==> src/rtl/hps_rom_loader.sv <==
// ---------------------------------------------------------------------------
// hps_rom_loader
//   Bridge between the hps_io ioctl download port and the PC88 core LOADER_*
//   port. A ROM download (ioctl_index == ROM_INDEX) is filtered by address,
//   buffered in a small FIFO, and replayed into the core as a single-
//   outstanding write/ack handshake. A sticky done flag is raised once the
//   download has ended and every buffered byte has been accepted.
//
// Ports
//   clk_sys         system clock
//   reset           asynchronous, active-high reset
//   ioctl_download  download in progress (hps_io)
//   ioctl_index     download target index
//   ioctl_wr        one-cycle byte strobe
//   ioctl_addr      byte address (25 bits)
//   ioctl_dout      byte data
//   ioctl_wait      stall request back to hps_io
//   ldr_oe          loader owns core memory (LOAD and DRAIN)
//   ldr_adr         write address to core
//   ldr_wdat        write data to core
//   ldr_wr          write request level, held until acknowledged
//   ldr_ack         core acknowledge (rising edge accepts the write)
//   ldr_done        sticky: download complete and drained
//   ldr_err         sticky: a byte was dropped (overflow or address range)
// ---------------------------------------------------------------------------
module hps_rom_loader #(
  parameter int         ADDR_W    = 19,
  parameter int         DEPTH     = 4,
  parameter logic [7:0] ROM_INDEX = 8'd0
) (
  input  logic              clk_sys,
  input  logic              reset,
  input  logic              ioctl_download,
  input  logic [7:0]        ioctl_index,
  input  logic              ioctl_wr,
  input  logic [24:0]       ioctl_addr,
  input  logic [7:0]        ioctl_dout,
  output logic              ioctl_wait,
  output logic              ldr_oe,
  output logic [ADDR_W-1:0] ldr_adr,
  output logic [7:0]        ldr_wdat,
  output logic              ldr_wr,
  input  logic              ldr_ack,
  output logic              ldr_done,
  output logic              ldr_err
);

  localparam int PW = $clog2(DEPTH);
  localparam int CW = PW + 1;
  localparam int EW = ADDR_W + 8;
  localparam logic [CW-1:0] FULL_LVL = CW'(DEPTH);
  localparam logic [CW-1:0] WAIT_LVL = CW'(DEPTH - 1);

  localparam logic [1:0] S_IDLE  = 2'd0;
  localparam logic [1:0] S_LOAD  = 2'd1;
  localparam logic [1:0] S_DRAIN = 2'd2;
  localparam logic [1:0] S_DONE  = 2'd3;

  logic [1:0]        state_q, state_d;
  logic              old_dl_q;
  logic              old_ack_q;
  logic [PW-1:0]     wr_ptr_q, wr_ptr_d;
  logic [PW-1:0]     rd_ptr_q, rd_ptr_d;
  logic [CW-1:0]     count_q, count_d;
  logic              wr_q, wr_d;
  logic [ADDR_W-1:0] adr_q, adr_d;
  logic [7:0]        wdat_q, wdat_d;
  logic              err_q, err_d;
  logic [EW-1:0]     mem_q [DEPTH];

  logic          dl_rise, dl_fall;
  logic          in_range, full, empty;
  logic          push_req, push, pop, issue;
  logic [EW-1:0] head;

  assign dl_rise  = ioctl_download & ~old_dl_q;
  assign dl_fall  = ~ioctl_download & old_dl_q;
  assign in_range = ((ioctl_addr >> ADDR_W) == 25'd0);
  assign full     = (count_q == FULL_LVL);
  assign empty    = (count_q == '0);
  assign head     = mem_q[rd_ptr_q];

  // Bytes are only taken while loading. A full FIFO still accepts a byte
  // when the head is popped on the same edge, since a slot frees up.
  assign push_req = (state_q == S_LOAD) & ioctl_wr;
  assign push     = push_req & in_range & (~full | pop);

  // Acceptance is the registered rising edge of ack while a write is pending.
  assign pop   = wr_q & ldr_ack & ~old_ack_q;
  // A new write waits until ack has been observed low again.
  assign issue = ~wr_q & ~empty & ~old_ack_q;

  always_comb begin
    state_d = state_q;
    case (state_q)
      S_IDLE:  if (dl_rise && (ioctl_index == ROM_INDEX)) state_d = S_LOAD;
      S_LOAD:  if (dl_fall) state_d = S_DRAIN;
      S_DRAIN: if (empty && !wr_q) state_d = S_DONE;
      default: state_d = state_q;
    endcase
  end

  always_comb begin
    wr_ptr_d = wr_ptr_q;
    rd_ptr_d = rd_ptr_q;
    count_d  = count_q;
    if (push) wr_ptr_d = wr_ptr_q + 1'b1;
    if (pop)  rd_ptr_d = rd_ptr_q + 1'b1;
    case ({push, pop})
      2'b10:   count_d = count_q + 1'b1;
      2'b01:   count_d = count_q - 1'b1;
      default: count_d = count_q;
    endcase
  end

  always_comb begin
    wr_d   = wr_q;
    adr_d  = adr_q;
    wdat_d = wdat_q;
    if (pop) begin
      wr_d = 1'b0;
    end else if (issue) begin
      wr_d   = 1'b1;
      adr_d  = head[EW-1:8];
      wdat_d = head[7:0];
    end
  end

  assign err_d = err_q | (push_req & ~push);

  always_ff @(posedge clk_sys or posedge reset) begin
    if (reset) begin
      state_q   <= S_IDLE;
      old_dl_q  <= 1'b0;
      // Starting high means an ack held across reset is not seen as an edge.
      old_ack_q <= 1'b1;
      wr_ptr_q  <= '0;
      rd_ptr_q  <= '0;
      count_q   <= '0;
      wr_q      <= 1'b0;
      adr_q     <= '0;
      wdat_q    <= '0;
      err_q     <= 1'b0;
    end else begin
      state_q   <= state_d;
      old_dl_q  <= ioctl_download;
      old_ack_q <= ldr_ack;
      wr_ptr_q  <= wr_ptr_d;
      rd_ptr_q  <= rd_ptr_d;
      count_q   <= count_d;
      wr_q      <= wr_d;
      adr_q     <= adr_d;
      wdat_q    <= wdat_d;
      err_q     <= err_d;
    end
  end

  // Storage array carries no reset; occupancy is tracked by the pointers.
  always_ff @(posedge clk_sys) begin
    if (push) mem_q[wr_ptr_q] <= {ioctl_addr[ADDR_W-1:0], ioctl_dout};
  end

  // Wait asserts one entry early to absorb the strobe already in flight.
  assign ioctl_wait = (state_q == S_LOAD) && (count_q >= WAIT_LVL);
  assign ldr_oe     = (state_q == S_LOAD) || (state_q == S_DRAIN);
  assign ldr_done   = (state_q == S_DONE);
  assign ldr_adr    = adr_q;
  assign ldr_wdat   = wdat_q;
  assign ldr_wr     = wr_q;
  assign ldr_err    = err_q;

endmodule
==> config.mk <==
export PLATFORM = sky130hd
export DESIGN_NAME = hps_rom_loader
export DESIGN_NICKNAME = d
export VERILOG_FILES = /design/src/rtl/hps_rom_loader.sv
export SDC_FILE = /design/constraint.sdc
export NUM_CORES = 1
export LEC_CHECK = 0
export BUFFER_PORTS_ARGS = -buffer_cell sky130_fd_sc_hd__buf_2
export CORE_MARGIN = 2
export CORE_UTILIZATION = 51
export DETAILED_ROUTE_END_ITERATION = 8
export MAX_ROUTING_LAYER = met4
export PLACE_DENSITY = 0.72
export SLEW_MARGIN = 30
export SYNTH_ARGS = -nofsm -noshare
export SYNTH_HDL_FRONTEND = slang
export SYNTH_SLANG_ARGS = --single-unit
==> constraint.sdc <==
create_clock -name clk_sys -period 3.8 [get_ports clk_sys]
set_clock_uncertainty 0.05 [all_clocks]
set_input_delay 0.76 -clock clk_sys [delete_from_list [all_inputs] [get_ports clk_sys]]
set_output_delay 0.76 -clock clk_sys [all_outputs]
set_load 0.02 [all_outputs]
; ---- Word level (Yosys, flattened, before mapping)
; Memory sizes are Yosys's and may differ from the RTL's. A register that Yosys moved wholly into a read port is not among the register bits.
; Index checks and enable logic that the tools add are counted.
[word_totals]
regBits = 13
ramBits = 108
in_bits = 46
out_inout_bits = 32
wordCells = 66
mem_count = 1
[classes]
add_sub_neg = 4
magnitude_cmp = 1
n_eq_ne = 9
mux = 9
bitwise_logic = 20
reduce_logical = 14
[mem_list]
columns = memory, words, word_bits, rd, rd_clocked_by_memory_dff, write_ports, line
row1 = mem_q, 4, 27, 1, 1, 1, 69  ; logic [EW-1:0] mem_q [DEPTH];
[op_table]
columns = op, n
row1 = $logic_not A25 Y1, 1
row2 = $and A1 B1 Y1, 10
row3 = $logic_not A8 Y1, 1
row4 = $not A1 Y1, 8
row5 = $eq A2 B2 Y1 const B, 3
row6 = $mux W2, 3
row7 = $ne A2 B2 Y1 const B, 3
row8 = $pmux W2 S3, 1
row9 = $pmux W3 S2, 1
row10 = $add A2 B1 Y2 const B, 2
row11 = $eq A2 B1 Y1 const B, 2
row12 = $mux W1, 4
row13 = $reduce_and A4 Y1, 1
row14 = $reduce_bool A2 Y1, 2
row15 = $add A3 B1 Y3 const B, 1
row16 = $eq A3 B3 Y1 const B, 1
row17 = $ge A3 B2 Y1 const B, 1
row18 = $logic_and A1 B1 Y1, 3
row19 = $logic_not A3 Y1, 1
row20 = $reduce_bool A3 Y1, 1
row21 = $sub A3 B1 Y3 const B, 1
row22 = $logic_not A2 Y1, 1
row23 = $or A1 B1 Y1, 2
row24 = $reduce_and A2 Y1, 1
row25 = 2 further kinds, 2

; ---- Longest topological paths before layout
; Gate-level depths: netlist of run 1.
[depth]
word_depth = 7
ltp_mapped = 7
depth_no_buf = 7

; ---- Worst setup path before layout of run 1
; Ideal clock, no wire load.
[synth_timing]
path_kind = input to register
from = input port ioctl_addr[19]
to = memory mem_q[0][0] (netlist bit), enable pin
setup_time_ns = 0.386
arrival_ns = 2.356
required_time_ns = 3.364
path_slack_ns = 1.008
stages = 4
n_path_buf = 0
path_cell_list = nor4_2 -> nand4_2 -> a31oi_2 -> and2_1
[synth_via]
elab_chain_cells = 5
[synth_rtl]
columns = element, line
row1 = start: declaration, 36  ; input logic [24:0] ioctl_addr,
row2 = $logic_not A25 Y1, 78  ; assign in_range = ((ioctl_addr >> ADDR_W) == 25'd0);
row3 = $and A1 B1 Y1 (2 in series), 86  ; assign push = push_req & in_range & (~full | pop);
row4 = $mux W1, 160  ; if (push) mem_q[wr_ptr_q] <= {ioctl_addr[ADDR_W-1:0], ioctl_dout};
row5 = $mux W1 (not written as such), 160
row6 = end: declaration, 69
; Every way passes these cells.

; ---- Worst setup path in the final report of run 1
[layout_timing]
from = register state_q[1]
to = memory mem_q[3][22] (netlist bit), enable pin
[layout_via]
elab_chain_cells = 6
[layout_rtl]
columns = element, line
row1 = start: declaration, 59  ; logic [1:0] state_q, state_d;
row2 = start signal: assignment, 145  ; state_q <= state_d;
row3 = $eq A2 B1 Y1, 85  ; assign push_req = (state_q == S_LOAD) & ioctl_wr;
row4 = $and A1 B1 Y1, 85
row5 = $and A1 B1 Y1 (2 in series), 86
row6 = $mux W1, 160
row7 = $mux W1 (not written as such), 160
; Every way passes these cells.

==> results.py, run 1 <==
metrics = {
    "worst_setup_path": {
        "critPathLaunchType": "register",
        "worstSetupEndpointType": "register",
        "crit_required_ps": 3890,
        "worstPathArrival_ps": 2670,
        "crit_path_max_fanout": 27,
        "path_class": "reg2reg",
    },
    "global_route": {
        "grt_pass1_wl_um": 15500,
        "grt_max_degree": 41,
        "grt_overflow": 0,
        "antenna_found_initial": 0,
        "grt_pass1_vias": 3019,
        "grt_usage": 0.187,
    },
    "synth": {
        "netlist_area_um2": 5720,
        "synth_cell_type_count": 40,
        "synth_edf_count": 108,
        "yosysWarnings": 0,
        "synth_ff_type": "edfxtp_1",
        "synth_area_per_cell_um2": 20.9,
        "ys_seq_area_frac": 0.743,
        "async_flop_share": 0.270,
        "syn_inst": 274,
        "ys_seq_elements": 148,
        "syn_nets": 329,
    },
    "power_and_ir_drop": {
        "power.share.combinational": 0.247,
        "powerDensity_nw_per_um2": 749,
        "clockPowerShare": 0.327,
        "switching_share": 0.281,
        "peakVddDrop_mv": 0.345,
        "pwr-share-seq": 0.426,
        "power_switching_mw": 1.44,
        "cellLeakagePower_nw": 2.59,
        "internal_power_mw": 3.70,
        "power_mw": 5.14,
    },
    "floorplan": {
        "die_w_um": 110,
        "dieHeight_um": 110,
        "die_area_um2": 12100,
        "pin_count": 78,
        "rows": 38,
        "start_util": 0.525,
        "coreArea_um2": 10900,
    },
    "outcome": {
        "status": "finished, final reports clean",
    },
    "route": {
        "drc": 0,
        "drt_wl_total_um": 9720,
        "dr.pass1.iters": 4,
        "via_per_inst": 5.46,
        "wl_per_cell_um": 18.8,
        "via_count": 2817,
        "drt_iter0_markers": 143,
        "postRouteAntennaNets": 0,
    },
    "clock_network": {
        "cts-root-buf": "clkbuf_8",
        "cts_resized": 0,
        "postCtsHoldBufs": 0,
        "worstSkewPairLatency_ps": 510,
        "cts_buffers": 17,
        "clockBufferDepth": 2,
        "cts_htree_levels": 4,
        "post-cts-setup-buffers": 0,
        "cts_tree": "done",
        "cts.sinks": 148,
        "clkSlewWorstSetupHoldPaths_ps": 60,
    },
    "timing": {
        "tightest_slew_ps": 773,
        "setup_tns_ps": 0,
        "finalSetupViolCount": 0,
        "rsz0062_at_grt": "no",
        "hold_viol_final": 0,
        "post-route-min-period_ps": 2580,
        "hold_slack_ps": 295,
        "maxSlewViolCount": 0,
        "fmax_mhz": 387,
        "slew_headroom": 0.485,
        "fin_crit_sh": 0.680,
    },
    "finish": {
        "fin_nets": 418,
        "drive_above_1_share": 0.473,
        "final_common_cell": "edfxtp_1",
        "area_growth_pct": 20.1,
        "mostFrequentLayoutCells": "edfxtp_1, buf_2, dfrtp_1, mux2_2, mux4_2",
        "stdcell_area_um2": 6870,
        "utilization": 0.631,
        "diodes": 0,
        "nFillCells": 785,
    },
    "run": {
        "maxCapViolations": 0,
    },
    "placement": {
        "dpl.hpwl_um": 5960,
        "port_buffers": 77,
        "dpl_cell_area_um2": 6260,
        "gp_congestion": 0.776,
    },
    "min_path": {
        "hp-class": "in2async",
    },
}
power by group through the flow:
stage	Sequential, mW	Clock [mW]	Combinational, mW
detailed placement	2.23	0	1.28
global placement	2.22	0	1.26
global route	2.24	1.78	1.37
floorplan	2.27	0	0.851
finish	2.19	1.68	1.27
CTS	2.20	1.72	1.29
final cells by class:
cell class	instances	area, um^2	area share
Sequential cell	148	4250	0.619
Multi-Input combinational cell	109	1400	0.204
Clock buffer	21	449	0.0654
Timing Repair Buffer	79	400	0.0583
Tap cell	140	175	0.0255
Clock inverter	11	158	0.0230
Inverter	8	31.3	0.00456
kinds of logic after synthesis:
group                    share of synthesized area
flip-flops                                   0.743
multiplexers                                 0.171
AND/OR/NAND/NOR                             0.0247
buffers and inverters                       0.0127
AO/OA/AOI/OAI                               0.0214
adder cells (fa/ha/maj)                     0.0210
XOR/XNOR                                   0.00613
routing by layer:
metal  global-route usage  part of all wire
met1                0.224              0.42
met2                0.300              0.51
met3               0.0433             0.044
met4               0.0940             0.018
met5                    -                 0
worst paths after layout:
path | start | end | slack [ps] | cells past startpoint
max in group asynchronous | reset | rd_ptr_q[0] | 2880 | 2
min | reset | old_dl_q | 290 | 2
max | state_q[1] | mem_q[3][22] | 1220 | 5
min reg2reg | ldr_err | ldr_err | 440 | 1
max reg2reg | state_q[1] | mem_q[3][22] | 1220 | 5
min in group clk_sys | ioctl_download | old_dl_q | 320 | 1
worst max-delay path: stages, from the launching register on:
cell,delay [ps]
dfrtp_1,410
inv_1,90
ha_1,270
nand4_2,250
a31oi_2,390
and2_2,730
metrics by stage:
step,cells,setup slack [ps]
floorplan,274,1010
global placement,484,833
detailed placement,484,773
CTS,516,1210
global route,516,991
finish,516,1220
registers in the layout (all words and copies together) (netlist names):
| name | cells |
|---|---|
| count_q | 3 |
| ldr_adr | 19 |
| ldr_err | 1 |
| ldr_wdat | 8 |
| ldr_wr | 1 |
| mem_q | 108 |
| old_ack_q | 1 |
| old_dl_q | 1 |
| rd_ptr_q | 2 |
| state_q | 2 |
| wr_ptr_q | 2 |
cell usage after synthesis (2+ instances only):
| library cell | instances | share of area |
|---|---|---|
| xnor2_1 | 4 | 0.0061 |
| o21ai_0 | 3 | 0.0026 |
| mux2i_1 | 3 | 0.0053 |
| nand2_1 | 4 | 0.0026 |
| dfrtp_1 | 39 | 0.17 |
| a21oi_1 | 2 | 0.0018 |
| inv_1 | 8 | 0.0053 |
| buf_2 | 7 | 0.0061 |
| nor2_1 | 2 | 0.0013 |
| edfxtp_1 | 108 | 0.57 |
| ha_1 | 8 | 0.018 |
| mux2_2 | 28 | 0.055 |
| mux4_2 | 27 | 0.11 |
| and2_1 | 4 | 0.0044 |
| o21bai_1 | 2 | 0.0026 |
No activity file was read; power rests on OpenSTA's default activity.
==> inputs of run 2 (changes only) <==
Settings changed: PLACE_DENSITY 0.72 to 0.75.
Clock period 3.8 ns to 2.1 ns, I/O delays scaled along.
==> run 2 against run 1 <==
Net effect:
- final area up 3.5%
- clock power up 71%
- non-clock buffer count up 25
- worst setup slack worse by 1200 ps
- critical path depth up 3
- hold slack worse by 220 ps
- register-to-register slack worse by 1000 ps
- global-route usage up 0.50 points
- sequential share of layout area down 2.1 points
- core utilization up 2.2 points
- total power up 81%
- combinational power up 110%
- largest cell class unchanged
==> results.py, run 2 (synthesized netlist as in run 1, its figures left out) <==
metrics = {
    "outcome": {
        "status": "finished, final reports clean",
    },
    "finish": {
        "fin_cells": 541,
        "diodes": 0,
        "mostFrequentLayoutCells": "edfxtp_1, buf_2, dfrtp_1, mux2_2, mux4_2",
        "area_growth_pct": 24.3,
        "largest_reg_flops": 108,
        "drive_above_1_share": 0.509,
        "nFillCells": 725,
        "fin_nets": 443,
        "largest-register": "mem_q",
        "final_common_cell": "edfxtp_1",
        "seqCellArea_um2": 4250,
        "multiInputGateArea_um2": 1420,
        "stdcell_area_um2": 7110,
    },
    "clock_network": {
        "clockBufferDepth": 2,
        "cts_tree": "done",
        "cts_htree_levels": 4,
        "cts.sinks": 148,
        "cts_buffers": 17,
        "cts-root-buf": "clkbuf_8",
        "clkSlewWorstSetupHoldPaths_ps": 60,
        "worstSkewPairLatency_ps": 510,
    },
    "global_route": {
        "grt_overflow": 0,
        "grt_pass1_wl_um": 16200,
        "grt_usage": 0.192,
        "grt_use_met3": 0.0451,
        "busiest_layer": "met2",
        "grt_pass1_vias": 3100,
        "grt_use_met1": 0.244,
        "grtUsageMet2": 0.301,
        "antenna_found_initial": 0,
        "grt_max_degree": 22,
    },
    "placement": {
        "dpl.hpwl_um": 6990,
        "dpl_cell_area_um2": 6470,
        "port_buffers": 77,
        "placedCellCount": 504,
        "gp_congestion": 0.813,
    },
    "floorplan": {
        "die_area_um2": 12100,
        "start_util": 0.525,
        "dieHeight_um": 110,
        "pin_count": 78,
        "rows": 38,
        "die_w_um": 110,
        "coreArea_um2": 10900,
    },
    "worst_setup_path": {
        "crit_required_ps": 2450,
        "slowest_stage": "dlygate4sd3_1",
        "worstPathArrival_ps": 2390,
        "cp_cell_sequence": "dlygate4sd3_1 > buf_2 > nand3b_1 > a41oi_2 > fa_1 > nand2_1 > mux2_2 > a221oi_1",
        "critPathLaunchType": "input port",
        "crit_path_max_fanout": 4,
        "max_stage_delay_ps": 530,
        "worstSetupEndpointType": "register",
        "path_class": "in2reg",
    },
    "power_and_ir_drop": {
        "powerDensity_nw_per_um2": 1310,
        "peakVddDrop_mv": 0.596,
        "cellLeakagePower_nw": 2.70,
        "power_mw": 9.32,
    },
    "route": {
        "drc": 0,
        "dr.pass1.iters": 4,
        "via_per_inst": 5.38,
        "drt_wl_total_um": 10200,
        "wl_per_cell_um": 18.9,
        "drt_iter0_markers": 115,
        "postRouteAntennaNets": 0,
        "via_count": 2913,
    },
    "timing": {
        "tightest_slew_ps": 446,
        "rsz0062_at_grt": "yes",
        "fmax_mhz": 491,
        "slew_headroom": 0.702,
        "hold_viol_final": 0,
        "post-route-min-period_ps": 2040,
        "finalSetupViolCount": 0,
        "fin_crit_sh": 0.970,
        "maxSlewViolCount": 0,
    },
    "min_path": {
        "hp-class": "in2reg",
    },
    "run": {
        "maxCapViolations": 0,
    },
}
## run 2: changes by cell type in the layout (fill, tap and decap cells not counted), sizes merged
cell	previous run	this run
buf	79	101
bufinv	4	2
clkbuf	21	18
clkinv	7	6
clkinvlp	1	2
dlygate4sd3	0	3
inv	7	12
## run 2: stage by stage
step                      hold slack (ps)  setup slack (ps)  setup TNS, ps  utilization
after global routing                 51.5             -3.39          -3.67        0.653
after CTS                            48.1              15.7              0        0.651
after global placement                404             -26.9           -479        0.594
after detailed placement              405             -89.2          -7110        0.594
after floorplan                       374             -78.0          -8430            -
final                                75.0              63.1              0        0.653
## run 2: power by group
group	internal [mW]	switching [mW]	total, mW	leakage (nW)
Clock	1.70	1.16	2.87	0.276
Combinational	1.34	1.35	2.69	0.991
Sequential	3.51	0.245	3.76	1.43
## run 2: path summary, 6_finish.rpt
| check | start | end | slack (ps) | cells after the start |
|---|---|---|---|---|
| max | ldr_ack | count_q[2] | 60 | 8 |
| min | ioctl_dout[2] | mem_q[3][2] | 80 | 1 |
| max reg2reg | ldr_wr | count_q[2] | 180 | 6 |
| min reg2reg | ldr_wdat[0] | ldr_wdat[0] | 450 | 1 |
| max in group asynchronous | reset | ldr_adr[2] | 1030 | 4 |
| min in group asynchronous | reset | ldr_wdat[7] | 410 | 3 |
## run 2: layout make-up
class | instances | share of cell area
Tap cell | 140 | 0.0247
Timing Repair Buffer | 104 | 0.0930
Clock inverter | 14 | 0.0213
Sequential cell | 148 | 0.598
Clock buffer | 18 | 0.0588
Inverter | 8 | 0.00423
Multi-Input combinational cell | 109 | 0.200
## run 2: worst max-delay path, delay by kind of cell
family / cells / cell delay (ps)
buffers and inverters: 2 / 660
AOI/OAI and AO/OA: 2 / 560
adders and majority gates: 1 / 260
muxes: 1 / 250
and+or+nand+nor: 2 / 240
## run 2: layer usage
layer	up-vias	wire length, um
met3	10	391
met2	68	5340
met5	-	0
li1	1330	-
met4	0	114
met1	1505	4400
## run 2: what timing repair did
| item | CTS | global route |
|---|---|---|
| hold buffers | 3 | 0 |
| endpoints found under the hold margin | 20 | 0 |
| setup buffers | 1 | 1 |
| setup endpoints to repair | 1 | 2 |
| resized for setup | 3 | 2 |
==> inputs of run 3 (changes only) <==
Settings changed: PLACE_DENSITY 0.75 to 0.72.
Clock period 2.1 ns to 2.29 ns, I/O delays scaled along.
==> run 3 against run 2 <==
Net effect:
- cell count fell by 1.1%
- die area did not move
- combinational power fell by 12%
- worst setup slack improved by 46 ps
- highest routed layer unchanged
- sequential cell count did not move
- critical path type is now reg2out
- final area fell by 1.0%
- sequential share of layout area rose by 0.63 points
==> results.py, run 3 (synthesized netlist as in run 1, its figures left out) <==
metrics = {
    "worst_setup_path": {
        "timing.rr.start": "ldr_wr",
        "ff2ff_path_depth": 6,
        "path_class": "reg2out",
        "critPathLaunchType": "register",
        "max_stage_delay_ps": 420,
        "r2r-end": "count_q[2]",
        "worstPathArrival_ps": 1670,
        "crit_path_max_fanout": 4,
        "worstSetupEndpointType": "output pin",
        "slowest_stage": "dfrtp_1",
        "path_common_cell": "buf_4",
        "crit_required_ps": 1780,
        "r2r_setup_slack_ps": 300,
        "cp_cell_sequence": "inv_1 > ha_2 > buf_4 > nor2b_1 > buf_4",
    },
    "timing": {
        "timing.final.ws_setup_ps": 109,
        "finalSetupViolCount": 0,
        "fmax_mhz": 459,
        "rsz0062_at_grt": "no",
        "maxSlewViolCount": 0,
        "hold_viol_final": 0,
        "post-route-min-period_ps": 2180,
        "tightest_slew_ps": 374,
        "fin_crit_sh": 0.952,
        "slew_headroom": 0.749,
        "setup_tns_ps": 0,
    },
    "clock_network": {
        "cts_buffers": 17,
        "worstSkewPairLatency_ps": 520,
        "clockBufferDepth": 2,
        "cts.sinks": 148,
        "cts_tree": "done",
        "cts-root-buf": "clkbuf_8",
        "cts_htree_levels": 4,
        "clkSlewWorstSetupHoldPaths_ps": 60,
    },
    "global_route": {
        "grtUsageMet2": 0.277,
        "grt_max_degree": 26,
        "grt_pass1_vias": 2933,
        "grt_use_met3": 0.0587,
        "antenna_found_initial": 0,
        "grt_pass1_wl_um": 15500,
        "grt_use_met1": 0.245,
        "grt_overflow": 0,
        "busiest_layer": "met2",
        "grt_usage": 0.187,
    },
    "route": {
        "dr.pass1.iters": 4,
        "drt_wl_total_um": 9710,
        "wl_per_cell_um": 18.2,
        "postRouteAntennaNets": 0,
        "drc": 0,
        "via_count": 2881,
        "via_per_inst": 5.39,
        "drt_iter0_markers": 108,
    },
    "floorplan": {
        "rows": 38,
        "die_w_um": 110,
        "die_area_um2": 12100,
        "pin_count": 78,
        "dieHeight_um": 110,
        "start_util": 0.525,
        "coreArea_um2": 10900,
    },
    "finish": {
        "drive_above_1_share": 0.491,
        "stdcell_area_um2": 7030,
        "area_growth_pct": 23.0,
        "nFillCells": 778,
        "diodes": 0,
        "fin_nets": 437,
        "utilization": 0.646,
        "mostFrequentLayoutCells": "edfxtp_1, buf_2, dfrtp_1, mux2_2, mux4_2",
        "final_common_cell": "edfxtp_1",
        "largest_reg_flops": 108,
        "largest-register": "mem_q",
    },
    "power_and_ir_drop": {
        "power_switching_mw": 2.40,
        "pwr-share-seq": 0.408,
        "powerDensity_nw_per_um2": 1190,
        "cellLeakagePower_nw": 2.66,
        "peakVddDrop_mv": 1.07,
        "clockPowerShare": 0.309,
        "switching_share": 0.286,
        "internal_power_mw": 5.99,
        "power.share.combinational": 0.283,
    },
    "min_path": {
        "min_to": "mem_q[1][22]",
        "hold_depth": 1,
        "hp-class": "in2reg",
        "hp-start": "ioctl_addr[14]",
    },
    "placement": {
        "port_buffers": 77,
        "gp_congestion": 0.725,
        "dpl.hpwl_um": 6340,
        "place_ws_ps": 121,
        "dpl_cell_area_um2": 6430,
    },
    "outcome": {
        "status": "finished, final reports clean",
    },
    "run": {
        "maxCapViolations": 0,
    },
}
[run 3: how the worst max path moves through the flow]
stage / startpoint / end / slack [ps]
6_report: state_q[1] / ioctl_wait / 110
5_1_grt: state_q[1] / ioctl_wait / 0.4
4_1_cts: state_q[1] / ioctl_wait / 50
3_5_place_dp: ioctl_addr[19] / mem_q[0][24] / 120
3_3_place_gp: ioctl_addr[19] / mem_q[2][5] / 140
2_1_floorplan: ioctl_addr[19] / mem_q[0][0] / 70
[run 3: metrics by stage]
step           hold slack, ps  std cells  total power [mW]
2_1_floorplan             412        274              5.19
3_3_place_gp              387        500              5.83
3_5_place_dp              397        500              5.88
4_1_cts                  69.4        535              8.50
5_1_grt                  72.5        535              8.82
6_report                 95.3        535              8.39
[run 3: routing by layer]
metal	vias up	part of all wire
li1	1310	-
met1	1480	0.44
met2	81	0.49
met3	10	0.057
met4	0	0.011
met5	-	0
[run 3: power by group through the flow]
stage | logic, mW | clock network (mW) | registers (mW)
after floorplan | 1.41 | 0 | 3.77
after global placement | 2.36 | 0 | 3.47
after detailed placement | 2.40 | 0 | 3.48
after CTS | 2.42 | 2.65 | 3.43
after global routing | 2.59 | 2.76 | 3.48
final | 2.37 | 2.59 | 3.43
[run 3: critical path: cells and delay by family, from the launching register on]
kind,cells,cell delay (ps)
simple gates,1,130
buf+inv,3,390
fa+ha+maj,1,210
flops,1,420
[run 3: final cells by class]
class                   count  area, um^2  share of cell area
multi-input cells         109        1410               0.201
inverters                   8        30.0             0.00427
well taps                 140         175              0.0249
flip-flops and latches    148        4250               0.604
clock inverters             9         106              0.0151
clock buffers              23         457              0.0649
repair buffers             98         603              0.0858
[run 3: timing repair]
item                                   4_1_cts  5_1_grt
buffers inserted                             0        0
gates resized for setup                      0        3
endpoints found under the hold margin       17        0
setup endpoints to repair                    0        2
hold buffers                                 3        0
